File: src/rtl/axi4l_pkg.sv
// Shared AXI4-Lite definitions for the basic master/slave pair:
// FSM state encoding, response codes, PROT default and bus width defaults.
package axi4l_pkg;

   localparam int AXI_ADDR_WIDTH = 2;
   localparam int AXI_DATA_WIDTH = 8;

   localparam logic [2:0] AXI_PROT_DEFAULT = 3'b000;

   localparam logic [1:0] RESP_OKAY   = 2'b00;
   localparam logic [1:0] RESP_EXOKAY = 2'b01;
   localparam logic [1:0] RESP_SLVERR = 2'b10;
   localparam logic [1:0] RESP_DECERR = 2'b11;

   typedef enum logic [2:0] {
      IDLE    = 3'd0,
      WR_REQ  = 3'd1,
      WR_RESP = 3'd2,
      RD_REQ  = 3'd3,
      RD_DATA = 3'd4,
      RESPOND = 3'd5
   } state_t;

endpackage

File: src/rtl/basic_axi4_lite_master.sv
// Single-outstanding AXI4-Lite master: turns a valid/ready command into one
// AXI4-Lite read or write and returns the data/response on a valid/ready port.
module basic_axi4_lite_master
   import axi4l_pkg::*;
#(
   parameter int         ADDR_WIDTH = AXI_ADDR_WIDTH,
   parameter int         DATA_WIDTH = AXI_DATA_WIDTH,
   parameter int         STRB_WIDTH = ((DATA_WIDTH / 8) < 1) ? 1 : (DATA_WIDTH / 8),
   parameter logic [2:0] PROT_VALUE = AXI_PROT_DEFAULT
) (
   input  logic                  i_ACLK,
   input  logic                  i_ARESETN,
   input  logic                  i_CMD_VALID,
   output logic                  o_CMD_READY,
   input  logic                  i_CMD_WRITE,
   input  logic [ADDR_WIDTH-1:0] i_CMD_ADDR,
   input  logic [DATA_WIDTH-1:0] i_CMD_WDATA,
   input  logic [STRB_WIDTH-1:0] i_CMD_WSTRB,
   output logic                  o_RSP_VALID,
   input  logic                  i_RSP_READY,
   output logic [DATA_WIDTH-1:0] o_RSP_RDATA,
   output logic [1:0]            o_RSP_RESP,
   output logic                  o_RSP_WRITE,
   output logic                  o_M_AWVALID,
   output logic [ADDR_WIDTH-1:0] o_M_AWADDR,
   output logic [2:0]            o_M_AWPROT,
   input  logic                  i_S_AWREADY,
   output logic                  o_M_WVALID,
   output logic [DATA_WIDTH-1:0] o_M_WDATA,
   output logic [STRB_WIDTH-1:0] o_M_WSTRB,
   input  logic                  i_S_WREADY,
   input  logic                  i_S_BVALID,
   input  logic [1:0]            i_S_BRESP,
   output logic                  o_M_BREADY,
   output logic                  o_M_ARVALID,
   output logic [ADDR_WIDTH-1:0] o_M_ARADDR,
   output logic [2:0]            o_M_ARPROT,
   input  logic                  i_S_ARREADY,
   input  logic                  i_S_RVALID,
   input  logic [DATA_WIDTH-1:0] i_S_RDATA,
   input  logic [1:0]            i_S_RRESP,
   output logic                  o_M_RREADY
);

   state_t                r_state;
   logic                  r_cmdReady;
   logic                  r_awValid;
   logic                  r_wValid;
   logic                  r_bReady;
   logic                  r_arValid;
   logic                  r_rReady;
   logic                  r_awDone;
   logic                  r_wDone;
   logic [ADDR_WIDTH-1:0] r_addr;
   logic [DATA_WIDTH-1:0] r_wdata;
   logic [STRB_WIDTH-1:0] r_wstrb;
   logic                  r_rspValid;
   logic [DATA_WIDTH-1:0] r_rspRdata;
   logic [1:0]            r_rspResp;
   logic                  r_rspWrite;

   logic w_awHs;
   logic w_wHs;

   assign w_awHs = r_awValid & i_S_AWREADY;
   assign w_wHs  = r_wValid & i_S_WREADY;

   // Every handshake-facing output is a flop; the next state's valids/readies
   // are set on the same edge that moves the FSM.
   always_ff @(posedge i_ACLK or negedge i_ARESETN) begin
      if (!i_ARESETN) begin
         r_state    <= IDLE;
         r_cmdReady <= 1'b0;
         r_awValid  <= 1'b0;
         r_wValid   <= 1'b0;
         r_bReady   <= 1'b0;
         r_arValid  <= 1'b0;
         r_rReady   <= 1'b0;
         r_awDone   <= 1'b0;
         r_wDone    <= 1'b0;
         r_addr     <= '0;
         r_wdata    <= '0;
         r_wstrb    <= '0;
         r_rspValid <= 1'b0;
         r_rspRdata <= '0;
         r_rspResp  <= '0;
         r_rspWrite <= 1'b0;
      end else begin
         case (r_state)
            IDLE: begin
               if (r_cmdReady && i_CMD_VALID) begin
                  r_cmdReady <= 1'b0;
                  r_addr     <= i_CMD_ADDR;
                  r_wdata    <= i_CMD_WDATA;
                  r_wstrb    <= i_CMD_WSTRB;
                  r_rspWrite <= i_CMD_WRITE;
                  r_awDone   <= 1'b0;
                  r_wDone    <= 1'b0;
                  if (i_CMD_WRITE) begin
                     r_awValid <= 1'b1;
                     r_wValid  <= 1'b1;
                     r_state   <= WR_REQ;
                  end else begin
                     r_arValid <= 1'b1;
                     r_state   <= RD_REQ;
                  end
               end else begin
                  r_cmdReady <= 1'b1;
               end
            end
            WR_REQ: begin
               if (w_awHs) begin
                  r_awValid <= 1'b0;
                  r_awDone  <= 1'b1;
               end
               if (w_wHs) begin
                  r_wValid <= 1'b0;
                  r_wDone  <= 1'b1;
               end
               if ((r_awDone || w_awHs) && (r_wDone || w_wHs)) begin
                  r_bReady <= 1'b1;
                  r_state  <= WR_RESP;
               end
            end
            WR_RESP: begin
               if (i_S_BVALID && r_bReady) begin
                  r_bReady   <= 1'b0;
                  r_rspResp  <= i_S_BRESP;
                  r_rspRdata <= '0;
                  r_rspWrite <= 1'b1;
                  r_rspValid <= 1'b1;
                  r_state    <= RESPOND;
               end
            end
            RD_REQ: begin
               if (i_S_ARREADY) begin
                  r_arValid <= 1'b0;
                  r_rReady  <= 1'b1;
                  r_state   <= RD_DATA;
               end
            end
            RD_DATA: begin
               if (i_S_RVALID && r_rReady) begin
                  r_rReady   <= 1'b0;
                  r_rspRdata <= i_S_RDATA;
                  r_rspResp  <= i_S_RRESP;
                  r_rspWrite <= 1'b0;
                  r_rspValid <= 1'b1;
                  r_state    <= RESPOND;
               end
            end
            RESPOND: begin
               if (i_RSP_READY) begin
                  r_rspValid <= 1'b0;
                  r_cmdReady <= 1'b1;
                  r_state    <= IDLE;
               end
            end
            default: r_state <= IDLE;
         endcase
      end
   end

   assign o_CMD_READY = r_cmdReady;
   assign o_RSP_VALID = r_rspValid;
   assign o_RSP_RDATA = r_rspRdata;
   assign o_RSP_RESP  = r_rspResp;
   assign o_RSP_WRITE = r_rspWrite;
   assign o_M_AWVALID = r_awValid;
   assign o_M_AWADDR  = r_addr;
   assign o_M_AWPROT  = PROT_VALUE;
   assign o_M_WVALID  = r_wValid;
   assign o_M_WDATA   = r_wdata;
   assign o_M_WSTRB   = r_wstrb;
   assign o_M_BREADY  = r_bReady;
   assign o_M_ARVALID = r_arValid;
   assign o_M_ARADDR  = r_addr;
   assign o_M_ARPROT  = PROT_VALUE;
   assign o_M_RREADY  = r_rReady;

endmodule

File: config.mk
export PLATFORM = sky130hd
export DESIGN_NAME = basic_axi4_lite_master
export DESIGN_NICKNAME = d
export VERILOG_FILES = /design/src/rtl/axi4l_pkg.sv /design/src/rtl/basic_axi4_lite_master.sv
export SDC_FILE = /design/constraint.sdc
export NUM_CORES = 1
export LEC_CHECK = 0
export BUFFER_PORTS_ARGS = -buffer_cell sky130_fd_sc_hd__buf_2
export CORE_UTILIZATION = 40
export CTS_BUF_LIST = sky130_fd_sc_hd__clkbuf_2
export DETAILED_ROUTE_END_ITERATION = 8
export PLACE_DENSITY_LB_ADDON = 0.08
export SLEW_MARGIN = 30
export SYNTH_ARGS = -nofsm -noshare
export SYNTH_HDL_FRONTEND = slang
export SYNTH_SLANG_ARGS = --single-unit
File: constraint.sdc
create_clock -name i_ACLK -period 2 [get_ports i_ACLK]
set_input_delay 0.4 -clock i_ACLK [delete_from_list [all_inputs] [get_ports i_ACLK]]
set_output_delay 0.4 -clock i_ACLK [all_outputs]
set_load 0.005 [all_outputs]
==> impl_metrics.py <==
metrics = {
    "route": {
        "dr.pass1.iters": 6,
        "drc": 0,
        "drt-initial-drc-count": 78,
        "wl_per_cell_um": 13.6,
        "routed_wl_um": 3600,
        "route.vias.total": 1331,
        "viasPerCell": 5.02,
        "antenna_left": 0,
    },
    "synthesis": {
        "post_synth_xor_area_fraction_pct": 0.524,
        "synth.cell_area_um2": 1670,
        "synth_edf_count": 0,
        "ys.flop_type": "dfrtp_1",
        "synthMostInstantiatedCell": "dfrtp_1",
        "synth_area_leaders": "dfrtp_1 51%, mux2_2 7.4%, a22o_1 4.7%",
        "synth_mux_area_share_pct": 10.5,
        "synthCells": 148,
        "yosys.area.top_type": "dfrtp_1",
        "ys_types": 38,
        "synth_top_area_share_pct": 50.9,
        "synth_compound_area_share_pct": 16.5,
        "syn_area_per_cell_um2": 11.3,
        "async_flop_share_pct": 100,
        "ys_ff_latch": 34,
        "yosys.area_share.adder_pct": 0,
        "yosysWarnings": 0,
        "synth_common_cells": "34 x dfrtp_1, 13 x nand2_1, 11 x a21oi_1, 11 x mux2_2",
        "synth_top_family_by_area": "compound AO/OA/AOI/OAI gates",
        "yosysSeqAreaShare_pct": 50.9,
        "synthSimpleGateAreaFrac_pct": 14.1,
    },
    "timing": {
        "rsz0062_at_grt": "false",
        "finalHoldWorstSlack_ns": 0.0596,
        "worstMarginPinSlew_ns": 0.751,
        "clock_skew_ns": 0.0137,
        "hold_viol": 0,
        "finalCritPeriodShare_pct": 94.8,
        "final-setup-viol-count": 0,
        "setup_tns_ns": 0,
        "drv_slew": 0,
        "min_period_ns": 1.90,
        "slew-limit-headroom_pct": 49.9,
        "clock.fmax_mhz": 528,
    },
    "grt": {
        "grt_max_degree": 35,
        "overflow": 0,
        "grt_pass1_vias": 1294,
        "antenna_found_initial": 0,
        "grt_pass1_wl_um": 5920,
        "grt_usage_pct": 18.2,
    },
    "layout": {
        "antennaDiodeCount": 0,
        "final_nets": 247,
        "drive_gt1_share_pct": 44.2,
        "syn_to_final_growth_pct": 22.1,
    },
    "power": {
        "seqPwrFrac_pct": 41.5,
        "vdd_ir_drop_max_mv": 0.563,
        "p_comb_share_pct": 48.2,
        "swShare_pct": 39.8,
        "power_density_nw_per_um2": 1500,
        "intPower_uw": 1850,
        "p_clk_share_pct": 10.3,
        "leakagePower_uw": 0.000992,
        "p_sw_uw": 1220,
    },
    "floorplan": {
        "dieArea_um2": 4440,
        "dieWidth_um": 66.7,
        "row_count": 23,
        "start_util_pct": 41.8,
        "core_um2": 4000,
        "io_pins": 70,
        "die_h_um": 66.7,
    },
    "clocking": {
        "cts_tree": "yes",
        "holdBufCountCts": 0,
        "post_cts_buffers": 0,
        "cts_sinks": 34,
        "insertion_delay_ns": 0.38,
        "cts_root_buffer": "clkbuf_2",
        "h-tree-depth": 2,
        "cts_buffers": 5,
        "clkTransAtPathRegs_ns": 0.18,
        "ctsResizeCount": 0,
        "clk_path_buf_depth": 2,
    },
    "placed_design": {
        "port_buffers": 63,
        "gp_congestion": 0.830,
        "hpwl_um": 2660,
    },
    "worst_setup_path": {
        "worstPathRequired_ns": 2.28,
        "criticalPathCategory": "reg -> reg",
        "startpoint_type": "register",
        "critical_path.endpoint_type": "register",
        "crit_fanout": 14,
        "cp.arrival_ns": 2.18,
    },
    "worst_hold_path": {
        "hold_path.class": "in -> async",
    },
    "run_status": {
        "outcome": "finished, final reports clean",
    },
    "job": {
        "maxCapViolations": 0,
    },
}
==> sequential cells by signal, summed over array words and instances, names as in the netlist, 2 cells and up <==
register,count
o_M_ARADDR,2
o_RSP_RDATA,8
o_RSP_RESP,2
o_M_WDATA,8
r_state,3
==> power by group through the flow <==
stage                     clock (uW)  combinational (uW)  sequential (uW)
final                            317                1480             1270
after global routing             358                1650             1320
after CTS                        335                1500             1270
after detailed placement           0                1500             1280
after global placement             0                1460             1280
after floorplan                    0                1090             1210
==> cells in the final DEF (no fill, tap or decap), types with 3 or more instances in the layout <==
cell / count
a21oi_1: 11
a22o_1: 9
a31oi_1: 4
buf_2: 63
buf_4: 7
clkbuf_2: 6
conb_1: 6
dfrtp_1: 34
mux2_2: 11
mux2i_1: 3
nand2_1: 13
nand3_1: 3
nor2_1: 9
o21ai_0: 4
==> through the flow <==
stage | util (%) | cells | area [um2] | setup WS (ns) | power (uW)
3_3_place_gp | 50.1 | 257 | 2000 | 0.230 | 2740
6_report | 51.0 | 265 | 2040 | 0.105 | 3070
4_1_cts | 51.0 | 265 | 2040 | 0.109 | 3110
3_5_place_dp | 50.1 | 257 | 2000 | 0.143 | 2780
5_1_grt | 51.0 | 265 | 2040 | 0.0408 | 3320
2_1_floorplan | - | 153 | 1690 | 0.325 | 2300
==> per-layer routing <==
layer  global-route usage [%]  vias up  part of all wire (%)
met5                        0        -                     0
met4                     9.04        0                   1.9
met3                     4.62        9                   4.9
met2                     28.3       43                    48
met1                     23.2      635                    45
li1                         -      644                     -
==> final cells by class <==
cell class / instances / area, um2
Fill cell: 396 / 1960
Sequential cell: 34 / 851
Multi-Input combinational cell: 102 / 718
Timing Repair Buffer: 70 / 368
Tap cell: 50 / 62.6
Clock buffer: 6 / 30.0
Clock inverter: 2 / 8.76
Inverter: 1 / 3.75
==> critical path, stage by stage, from the launching register on <==
cell,delay (ns)
dfrtp_1,0.69
nor3b_1,0.37
o21ai_0,0.23
nand4_2,0.18
mux2_1,0.34
==> kinds of logic (layout without fill, tap and decap cells) <==
logic type                after synthesis  in the layout
DFF                                    34             34
other                                   1              6
muxes                                  16             16
AOI/OAI and AO/OA                      37             37
and+or+nand+nor                        42             42
buffers and inverters                  17             79
xor gates and xnor gates                1              1
==> worst paths after layout <==
check,slack (ns),depth (start not counted),start,end
max,0.10,4,r_state[0],r_state[1]
min,0.06,1,i_ARESETN,o_M_BREADY
max reg2reg,0.10,4,r_state[0],r_state[1]
min reg2reg,0.52,1,o_RSP_RDATA[1],o_RSP_RDATA[1]
max in group asynchronous,1.46,1,i_ARESETN,o_M_WDATA[2]
min in group i_ACLK,0.23,2,i_S_RDATA[4],o_RSP_RDATA[4]
(Power assumes the default switching activity.)
